--- src/rtl/cond_pkg.sv ---
// Shared condition-code encodings, NZCV bit positions and the ARM condition decode.
// Optional macro COND_NV_NEVER_EN makes cond 4'hF (NV) never pass instead of acting as AL.
package cond_pkg;

  localparam logic [3:0] COND_EQ = 4'h0;
  localparam logic [3:0] COND_NE = 4'h1;
  localparam logic [3:0] COND_CS = 4'h2;
  localparam logic [3:0] COND_CC = 4'h3;
  localparam logic [3:0] COND_MI = 4'h4;
  localparam logic [3:0] COND_PL = 4'h5;
  localparam logic [3:0] COND_VS = 4'h6;
  localparam logic [3:0] COND_VC = 4'h7;
  localparam logic [3:0] COND_HI = 4'h8;
  localparam logic [3:0] COND_LS = 4'h9;
  localparam logic [3:0] COND_GE = 4'hA;
  localparam logic [3:0] COND_LT = 4'hB;
  localparam logic [3:0] COND_GT = 4'hC;
  localparam logic [3:0] COND_LE = 4'hD;
  localparam logic [3:0] COND_AL = 4'hE;
  localparam logic [3:0] COND_NV = 4'hF;

  localparam int FLAG_N = 3;
  localparam int FLAG_Z = 2;
  localparam int FLAG_C = 1;
  localparam int FLAG_V = 0;

  function automatic logic cond_pass(input logic [3:0] cond, input logic [3:0] nzcv);
    logic n, z, c, v, pass;
    n    = nzcv[FLAG_N];
    z    = nzcv[FLAG_Z];
    c    = nzcv[FLAG_C];
    v    = nzcv[FLAG_V];
    pass = 1'b0;
    case (cond)
      COND_EQ: pass = z;
      COND_NE: pass = !z;
      COND_CS: pass = c;
      COND_CC: pass = !c;
      COND_MI: pass = n;
      COND_PL: pass = !n;
      COND_VS: pass = v;
      COND_VC: pass = !v;
      COND_HI: pass = c & !z;
      COND_LS: pass = !c | z;
      COND_GE: pass = (n == v);
      COND_LT: pass = (n != v);
      COND_GT: pass = !z & (n == v);
      COND_LE: pass = z | (n != v);
      COND_AL: pass = 1'b1;
`ifdef COND_NV_NEVER_EN
      COND_NV: pass = 1'b0;
`else
      COND_NV: pass = 1'b1;
`endif
    endcase
    return pass;
  endfunction

endpackage

--- src/rtl/cond_lane.sv ---
// One condition lane: decodes its condition against the shared flags and registers
// the result for exactly one cycle.
module cond_lane
  import cond_pkg::*;
(
  input  logic       clk,
  input  logic       rst_n,
  input  logic       accept_i,
  input  logic [3:0] cond_i,
  input  logic [3:0] nzcv_i,
  output logic       valid_o,
  output logic       pass_o
);

  logic valid_q, pass_q, pass_d;

  assign pass_d = accept_i & cond_pass(cond_i, nzcv_i);

  // NOTE: state registers use non-blocking assignments so every flop samples
  // pre-edge values regardless of process evaluation order.
  always_ff @(posedge clk or negedge rst_n) begin
    if (!rst_n) begin
      valid_q <= 1'b0;
      pass_q  <= 1'b0;
    end else begin
      valid_q <= accept_i;
      pass_q  <= pass_d;
    end
  end

  assign valid_o = valid_q;
  assign pass_o  = pass_q;

endmodule

--- src/rtl/cond_eval_unit.sv ---
// Multi-lane ARM condition evaluator owning the NZCV register and an outstanding
// flag-writer counter. Optional macro COND_NV_NEVER_EN (see cond_pkg) selects NV behaviour.
module cond_eval_unit #(
  parameter int         NUM_LANES = 2,
  parameter int         PEND_W    = 3,
  parameter int         BYPASS    = 1,
  parameter logic [3:0] SR_RESET  = 4'h0
) (
  input  logic                   clk,
  input  logic                   rst_n,
  input  logic                   flag_we,
  input  logic [3:0]             flag_mask,
  input  logic [3:0]             flag_in,
  input  logic                   pend_inc,
  input  logic                   pend_dec,
  input  logic [NUM_LANES-1:0]   lane_valid,
  input  logic [4*NUM_LANES-1:0] lane_cond,
  output logic                   lane_ready,
  output logic [NUM_LANES-1:0]   out_valid,
  output logic [NUM_LANES-1:0]   out_pass,
  output logic [3:0]             sr_out,
  output logic [PEND_W-1:0]      pend_cnt,
  output logic                   pend_err
);

  logic [3:0]        sr_q, sr_d, eff_flags;
  logic [PEND_W-1:0] pend_q, pend_d;
  logic              err_q, err_d;

  assign sr_d      = flag_we ? ((sr_q & ~flag_mask) | (flag_in & flag_mask)) : sr_q;
  assign eff_flags = ((BYPASS != 0) && flag_we) ? sr_d : sr_q;

  // Ready comes only from registered state (and reset), never from this cycle's pend_inc.
  assign lane_ready = rst_n & (pend_q == '0);

  // NOTE: every always_comb output gets a default first so no path can infer a latch.
  always_comb begin
    pend_d = pend_q;
    err_d  = err_q;
    case ({pend_inc, pend_dec})
      2'b10: begin
        if (pend_q == '1) err_d = 1'b1;
        else              pend_d = pend_q + PEND_W'(1);
      end
      2'b01: begin
        if (pend_q == '0) err_d = 1'b1;
        else              pend_d = pend_q - PEND_W'(1);
      end
      default: ;
    endcase
  end

  always_ff @(posedge clk or negedge rst_n) begin
    if (!rst_n) begin
      sr_q   <= SR_RESET;
      pend_q <= '0;
      err_q  <= 1'b0;
    end else begin
      sr_q   <= sr_d;
      pend_q <= pend_d;
      err_q  <= err_d;
    end
  end

  for (genvar i = 0; i < NUM_LANES; i++) begin : g_lane
    cond_lane u_lane (
      .clk      (clk),
      .rst_n    (rst_n),
      .accept_i (lane_valid[i] & lane_ready),
      .cond_i   (lane_cond[4*i +: 4]),
      .nzcv_i   (eff_flags),
      .valid_o  (out_valid[i]),
      .pass_o   (out_pass[i])
    );
  end

  assign sr_out   = sr_q;
  assign pend_cnt = pend_q;
  assign pend_err = err_q;

endmodule

--- config.mk ---
export PLATFORM = sky130hd
export DESIGN_NAME = cond_eval_unit
export DESIGN_NICKNAME = d
export VERILOG_FILES = /design/src/rtl/cond_pkg.sv /design/src/rtl/cond_lane.sv /design/src/rtl/cond_eval_unit.sv
export SDC_FILE = /design/constraint.sdc
export NUM_CORES = 1
export LEC_CHECK = 0
export CAP_MARGIN = 15
export CELL_PAD_IN_SITES_DETAIL_PLACEMENT = 1
export CELL_PAD_IN_SITES_GLOBAL_PLACEMENT = 1
export CORE_UTILIZATION = 35
export DETAILED_ROUTE_END_ITERATION = 8
export PLACE_DENSITY = 0.83
export RECOVER_POWER = 25
export SETUP_SLACK_MARGIN = 0.4
export SYNTH_ARGS = -nofsm -noshare
export SYNTH_HDL_FRONTEND = slang
export SYNTH_SLANG_ARGS = --single-unit
--- constraint.sdc ---
create_clock -name clk -period 4.5 [get_ports clk]
set_input_delay 1.35 -clock clk [delete_from_list [all_inputs] [get_ports clk]]
set_output_delay 1.35 -clock clk [all_outputs]
set_load 0.01 [all_outputs]
==> impl_results.md, run 1 <==
* Worst Path Class, Setup: primary input to primary output
* I/O Buffers at 35
* Yosys top cell area share at 0.271
* CP Capture Type: primary output
* GR Util All Layers at 0.217
* Synthesized area per cell at 8.65 um2
* CTS Hold Bufs at 0
* Starting Density at 0.366
* Post-DR wirelength/cell at 16.0 um
* Die H at 58.2 um
* Slew margin rel. at 0.526
* Largest net degree at the start of global routing at 13
* N_diodes at 0
* Initial antenna violation count at 0
* Slew @ Worst Pin at 0.711 ns
* DR vias at 1125
* Total CTS buffers at 3
* Total Nets Final at 187
* Gpl congestion at 0.772
* PD cells at 315 nW/um2
* Number of vias per cell at 5.51
* Syn Nets at 154
* Seq/Total Area, Yosys at 0.271
* Post-Synth XOR/XNOR Area at 0.0158
* Die X at 58.2 um
* Cell variety after synth at 51
* DR top layer: met4
* # IOs at 36
* Max Cap Violations at 0
* Final Cell Area at 1520 um2
* Final setup margin at 0.394 ns
* Worst-case clock skew at 0.00236 ns
* # rows at 20
* Synth Warn # at 0
* Largest family of logic cells by synthesized area: simple AND/OR/NAND/NOR gates
* Number of synthesized flops with an enable pin at 0
* Mux share of post-synthesis cell area at 0.0373
* Commonest non-fill, non-tap cell in the layout: clkdlybuf4s50_1
* Adder-Cell Fraction of Synth Area at 0.0407
* Die area at 3390 um2
* Starting DRT DRC Count at 35
* Non-Filler Instances at 204
* Antenna viol nets, final at 0
* Filler cells at 367
* Final Hold Vio Count at 0
* #FFs+latches synth at 12
* Setup_tns at 0 ns
* Share of layout cells above drive strength 1 at 0.156
* Min-delay src: pend_err
* Drt first pass iters at 5
* Reg2Reg Depth at 5
* Cell taking the most area after synthesis: dfrtp_1
* CTS H-tree lvls at 1
* Worst Hold End: pend_err
* CTS sink cnt at 12
* Slew Limit Fails at 0
* CTS Root Cell: clkbuf_4
* Core area at 3030 um2
* VDD IR max at 0.165 mV
* Endpoints failing setup at 0
* Clock-pin slew on the worst setup and hold paths at 0.08 ns
* Wirelength, routed at 3270 um
* Worst hold margin at 0.485 ns
* Worst Hold Class: flop to flop
* DRC at 0
* Clock Latency Late Sink at 0.27 ns
* Clk buf depth at 2
* First-pass GRT wire length at 5610 um
* Async S/R FF share, synth at 1.00
* WP data arrival at 2.76 ns
* RR Endpoint: g_lane[0].u_lane.pass_o
* Lkg Pwr at 0.624 nW
* Fin crit period at 4.11 ns
* TritonCTS clock tree: done
* Top cells by area, synth: dfrtp_1, nor3_1, o211ai_2
* Crit Reg-Reg Startpoint: sr_out[1]
* WL met1 at 1340 um
* R2R Setup Slk at 2.54 ns
* DP Cell Count at 200
* Synth Area in Compound Gates at 0.273
* Syn Inst Count at 128
* F_max at 244 MHz
* Hold Path Depth at 1
* Status: completed
* DR WL met2 at 1700 um
* Post-DP HPWL at 2590 um
* Pre-CTS WS at 0.425 ns
* Post-Syn Area at 1110 um2
* Tcrit/Tclk final at 0.913
* CP required at 3.15 ns
* Critical path fanouts, max at 2
* Number of global-route vias before repair at 1244
* Area Overhead vs Synth at 37.3%
* Synth Area in Simple Gates at 0.287
* RSZ-0062 raised after global routing: no
* Total grt overflow at 0
* Dpl cell area at 1480 um2
* Startpoint Class: primary input
* Pwr Total at 0.479 mW
* Final core occ at 0.502
* Most frequent cells in the layout: clkdlybuf4s50_1, dfrtp_1, nand2_1, nor3_1, inv_1
* Main synth FF type: dfrtp_1
* DR WL met3 at 151 um
layout make-up:
class	instances	area, um2	area share
Multi-Input combinational cell	98	733	0.482
Timing Repair Buffer	37	362	0.238
Sequential cell	12	300	0.198
Tap cell	44	55.1	0.0362
Clock buffer	4	36.3	0.0239
Inverter	9	33.8	0.0222
synth_stat cells (3+ instances only):
master	count
dfrtp_1	12
nand2_1	9
nor3_1	9
inv_1	8
nor2_1	7
a21oi_1	6
clkbuf_1	5
nor4_1	5
buf_4	4
nand2b_1	4
nand3_1	4
mux2i_1	3
o211ai_2	3
o21ai_0	3
sequential cells by signal (all words and copies together) (netlist names):
register,flops
pend_err,1
pend_cnt,3
g_lane.u_lane.pass_o,2
g_lane.u_lane.valid_o,2
sr_out,4
report_power, final:
part | switching, mW | internal (mW) | total, mW | leakage, nW
registers | 0.0402 | 0.129 | 0.169 | 0.148
logic | 0.106 | 0.116 | 0.222 | 0.455
clock network | 0.0390 | 0.0491 | 0.0882 | 0.0210
total | 0.186 | 0.294 | 0.479 | 0.624
critical path: stages:
cell,delay (ns)
dlygate4sd3_1,0.58
nor4b_4,0.24
clkdlybuf4s50_1,0.58
cells by family (layout without fill, tap and decap cells):
kind of cell	count (synthesis)	after routing
mux	4	4
compound gates	34	34
fa+ha+maj	3	3
buf+inv	18	50
xor+xnor	2	2
flops	12	12
simple gates	55	55
routing by layer:
metal | global-route usage | vias to the layer above
met4 | 0.0918 | 0
met1 | 0.245 | 553
met5 | 0 | -
met2 | 0.402 | 35
met3 | 0.0335 | 6
li1 | - | 531
what timing repair did:
action,CTS,global route
buffers inserted,0,0
hold endpoints to repair,0,0
resized for setup,0,1
setup endpoints to repair,0,1
worst max path at each step:
| stage | start | endpoint |
|---|---|---|
| finish | rst_n | lane_ready |
| global route | rst_n | lane_ready |
| CTS | rst_n | lane_ready |
| detailed placement | rst_n | lane_ready |
| global placement | rst_n | lane_ready |
| floorplan | rst_n | lane_ready |
Note: power is estimated with default switching activity, not from simulation.
==> inputs of run 2 (changes only) <==
CORE_UTILIZATION = 36   (was 35)
PLACE_DENSITY = 0.85   (was 0.83)
==> run 2 against run 1 <==
Net effect: the flow now finishes with violations (design-rule violations); power is 0.10% higher; sequential power hardly changed; sequential cell count stayed put; largest power group unchanged.
==> impl_results.md, run 2 (synthesis results as in run 1) <==
* # rows at 19
* RSZ-0062 raised after global routing: no
* Setup_tns at 0 ns
* Area Overhead vs Synth at 35.8%
* Status: finished with violations
* Wirelength, routed at 3130 um
* Total grt overflow at 0
* Drt first pass iters at 6
* DRC at 6
* Final Hold Vio Count at 0
* Post-DR wirelength/cell at 16.4 um
* Fin crit period at 4.06 ns
* DR vias at 1114
* # IOs at 36
* PD cells at 319 nW/um2
* Commonest non-fill, non-tap cell in the layout: clkdlybuf4s50_1
* Slew margin rel. at 0.549
* Max Cap Violations at 0
* Total Nets Final at 187
* Slowest CP cell: clkdlybuf4s50_1
* Slew @ Worst Pin at 0.676 ns
* Core area at 2830 um2
* Endpoints failing setup at 0
* Number of vias per cell at 5.83
* CP Capture Type: primary output
* Worst-case clock skew at 0.00819 ns
* Starting Density at 0.391
* VDD IR max at 0.200 mV
* Multi-input gate area at 733 um2
* Clock Latency Late Sink at 0.29 ns
* Slowest cell delay on critical path at 0.58 ns
* F_max at 246 MHz
* WP data arrival at 2.71 ns
* Tcrit/Tclk final at 0.902
* Filler cells at 343
* Clk buf depth at 2
* Clock-pin slew on the worst setup and hold paths at 0.09 ns
* CP required at 3.15 ns
* Starting DRT DRC Count at 23
* CTS H-tree lvls at 1
* Slew Limit Fails at 0
* TritonCTS clock tree: done
* Antenna viol nets, final at 0
* Largest net degree at the start of global routing at 13
* Critical path fanouts, max at 2
* Post-DP HPWL at 2360 um
* Worst path depth at 3
* Worst Path Class, Setup: primary input to primary output
* Number of global-route vias before repair at 1161
* Failing checks: design-rule violations
* First-pass GRT wire length at 5250 um
* Most frequent cells in the layout: clkdlybuf4s50_1, dfrtp_1, nand2_1, nor3_1, inv_1
* Initial antenna violation count at 0
* Reg2Reg Depth at 5
* CTS sink cnt at 12
* Buf+Inv Stages, Crit Path at 2
* Lkg Pwr at 0.624 nW
* Worst Hold Class: flop to flop
* I/O Buffers at 35
* Total CTS buffers at 3
* CTS Hold Bufs at 0
* Crit path max-delay family: buffers and inverters
* Share of layout cells above drive strength 1 at 0.156
* Die H at 57.5 um
* Startpoint Class: primary input
* CTS Root Cell: clkbuf_4
* CP cell instances: dlygate4sd3_1 -> nor4b_4 -> clkdlybuf4s50_1
* Gpl congestion at 0.746
* Die X at 57.5 um
* N_diodes at 0
* Worst hold margin at 0.503 ns
* Hold Path Depth at 1
* Pwr Total at 0.480 mW
* Storage element area at 300 um2
* GR Util All Layers at 0.204
* Largest register FFs at 4
* Die area at 3300 um2
-- run 2: cell counts in the layout (fill, tap and decap cells not counted) --
No cell type changed its count.
-- run 2: final timing paths --
| check | endpoint | slack (ns) | startpoint |
|---|---|---|---|
| worst max-delay path | lane_ready | 0.44 | rst_n |
| worst min-delay path | pend_err | 0.50 | pend_err |
| worst max register to register | g_lane[0].u_lane.pass_o | 2.56 | sr_out[1] |
| worst min register to register | pend_err | 0.50 | pend_err |
| max in group asynchronous | pend_cnt[0] | 2.41 | rst_n |
| min in group asynchronous | pend_err | 1.66 | rst_n |
-- run 2: final cells by class --
type	count	area share
timing repair buffer	37	0.240
sequential	12	0.200
clock buffer	4	0.0241
inverter	9	0.0225
tap	31	0.0258
multi-input combinational	98	0.488
-- run 2: repair_timing --
action,CTS,global route
buffers inserted,0,0
setup endpoints to repair,0,1
hold endpoints to repair,0,0
gates resized for setup,0,1
-- run 2: metal layers --
metal	global-route usage	share of wire	routed length (um)	vias to the layer above
met5	0	0	0	-
met4	0.0871	0.014	44	0
met1	0.241	0.44	1380	535
met3	0.0249	0.054	170	5
met2	0.370	0.49	1540	38
li1	-	-	-	536
-- run 2: report_power, final --
| group | total (mW) | internal, mW | leakage (nW) | switching [mW] |
|---|---|---|---|---|
| Combinational | 0.219 | 0.115 | 0.455 | 0.104 |
| Sequential | 0.171 | 0.129 | 0.148 | 0.0420 |
| Clock | 0.0904 | 0.0493 | 0.0210 | 0.0411 |
| Total | 0.480 | 0.293 | 0.624 | 0.187 |
-- run 2: through the flow --
step	utilization	area, um2	cells	worst slack [ns]
CTS	0.530	1500	191	0.457
detailed placement	0.517	1460	187	0.471
global placement	0.517	1460	187	0.481
global route	0.532	1500	191	0.372
floorplan	-	1110	128	1.45
finish	0.532	1500	191	0.441
==> inputs of run 3 (changes only) <==
CTS_BUF_LIST = sky130_fd_sc_hd__clkbuf_16   (was not set)
GPL_ROUTABILITY_DRIVEN = 0   (was not set)
==> run 3 against run 2 <==
Net effect: the run still ends with design-rule violations left; power is 15% higher; clock power is 84% higher; global-route usage increased by 2.5 points; cell count is the same; sequential cell count unchanged; hold slack worse by 0.011 ns; largest cell class unchanged.
==> impl_results.md, run 3 (synthesis results as in run 1) <==
* Status: finished with violations
* Failing checks: design-rule violations
* Worst Hold End: pend_err
* VDD IR max at 0.192 mV
* Max Cap Violations at 0
* CP Capture Type: primary output
* DR WL met3 at 165 um
* Crit path max-delay family: buffers and inverters
* Slew @ Worst Pin at 0.721 ns
* WP data arrival at 2.75 ns
* Total CTS buffers at 3
* Slowest cell delay on critical path at 0.59 ns
* CTS H-tree lvls at 1
* Worst Path Class, Setup: primary input to primary output
* Final setup margin at 0.402 ns
* Area Overhead vs Synth at 38.9%
* Drt first pass iters at 6
* Buf+Inv Stages, Crit Path at 2
* Clk buf depth at 2
* Pre-CTS WS at 0.471 ns
* Clock-pin slew on the worst setup and hold paths at 0.05 ns
* Min-delay src: pend_err
* Most frequent cells in the layout: clkdlybuf4s50_1, dfrtp_1, nand2_1, nor3_1, inv_1
* DR top layer: met4
* DR WL met2 at 1750 um
* Total grt overflow at 0
* R2R Setup Slk at 2.55 ns
* Setup Fix Bufs, Post-CTS at 0
* Number of vias per cell at 5.90
* Startpoint Class: primary input
* Post-DP HPWL at 2360 um
* TritonCTS clock tree: done
* Slew margin rel. at 0.519
* Final Hold Vio Count at 0
* Worst Hold Class: flop to flop
* Starting Density at 0.391
* Clock Latency Late Sink at 0.24 ns
* Post-CTS sizing at 0
* Post-DR wirelength/cell at 18.1 um
* Hold Path Depth at 1
* Crit Reg-Reg Startpoint: sr_out[1]
* GR Util All Layers at 0.229
* Slowest CP cell: clkdlybuf4s50_1
* Endpoints failing setup at 0
* Commonest non-fill, non-tap cell in the layout: clkdlybuf4s50_1
* I/O Buffers at 35
* Filler cells at 338
* Antenna viol nets, final at 0
* N_diodes at 0
* PD cells at 359 nW/um2
* Critical path fanouts, max at 2
* # IOs at 36
* Die area at 3300 um2
* CP cell instances: dlygate4sd3_1 -> nor4b_2 -> clkdlybuf4s50_1
* Wirelength, routed at 3450 um
* RR Endpoint: g_lane[0].u_lane.pass_o
* F_max at 244 MHz
* Worst-case clock skew at 0.00326 ns
* Setup_tns at 0 ns
* CP required at 3.15 ns
* # rows at 19
* WL met1 at 1470 um
* CTS Root Cell: clkbuf_16
* RSZ-0062 raised after global routing: no
* CTS Hold Bufs at 0
* Tcrit/Tclk final at 0.911
* Largest register FFs at 4
* Slew Limit Fails at 0
* Lkg Pwr at 0.636 nW
* Number of global-route vias before repair at 1205
* Starting DRT DRC Count at 20
* First-pass GRT wire length at 5730 um
* Largest net degree at the start of global routing at 13
* Die H at 57.5 um
* Worst hold margin at 0.493 ns
* DR vias at 1126
* Share of layout cells above drive strength 1 at 0.150
* DRC at 6
* Fin crit period at 4.10 ns
* CTS sink cnt at 12
* Reg2Reg Depth at 5
* Core area at 2830 um2
* Die X at 57.5 um
* Initial antenna violation count at 0
* Total Nets Final at 187
run 3: worst max-delay path by stage:
stage	cells after the start	to	start
3_3_place_gp	3	lane_ready	rst_n
6_report	3	lane_ready	rst_n
2_1_floorplan	1	lane_ready	rst_n
3_5_place_dp	3	lane_ready	rst_n
5_1_grt	3	lane_ready	rst_n
4_1_cts	3	lane_ready	rst_n
run 3: routing by layer:
layer  vias to the layer above  track usage
met4                         0       0.0976
li1                        529            -
met2                        41        0.425
met5                         -            0
met1                       549        0.259
met3                         7       0.0317
run 3: area by class of cell:
| class | count | area [um2] | share of cell area |
|---|---|---|---|
| timing repair buffer | 37 | 362 | 0.235 |
| tap | 31 | 38.8 | 0.0252 |
| inverter | 9 | 33.8 | 0.0220 |
| clock buffer | 3 | 75.1 | 0.0488 |
| sequential | 12 | 300 | 0.195 |
| clock inverter | 1 | 3.75 | 0.00244 |
| multi-input combinational | 98 | 724 | 0.471 |
run 3: report_power, final:
| part | switching (mW) | internal [mW] | leakage (nW) |
|---|---|---|---|
| Combinational | 0.107 | 0.113 | 0.449 |
| Sequential | 0.0360 | 0.129 | 0.148 |
| Clock | 0.0491 | 0.117 | 0.0385 |
| Total | 0.192 | 0.360 | 0.636 |
run 3: worst reg2reg max path, cell delays in order, from the launching register on:
cell	delay [ns]
dfrtp_1	0.34
a21bo_1	0.24
a211oi_1	0.47
mux2_2	0.40
o31ai_2	0.25
o211ai_2	0.12
run 3: metrics by stage:
stage / area (um2) / total power, mW / utilization / std cells
floorplan: 1110 / 0.290 / - / 128
global placement: 1460 / 0.376 / 0.517 / 187
finish: 1540 / 0.552 / 0.544 / 191
detailed placement: 1460 / 0.385 / 0.517 / 187
global route: 1540 / 0.586 / 0.544 / 191
CTS: 1540 / 0.555 / 0.545 / 191
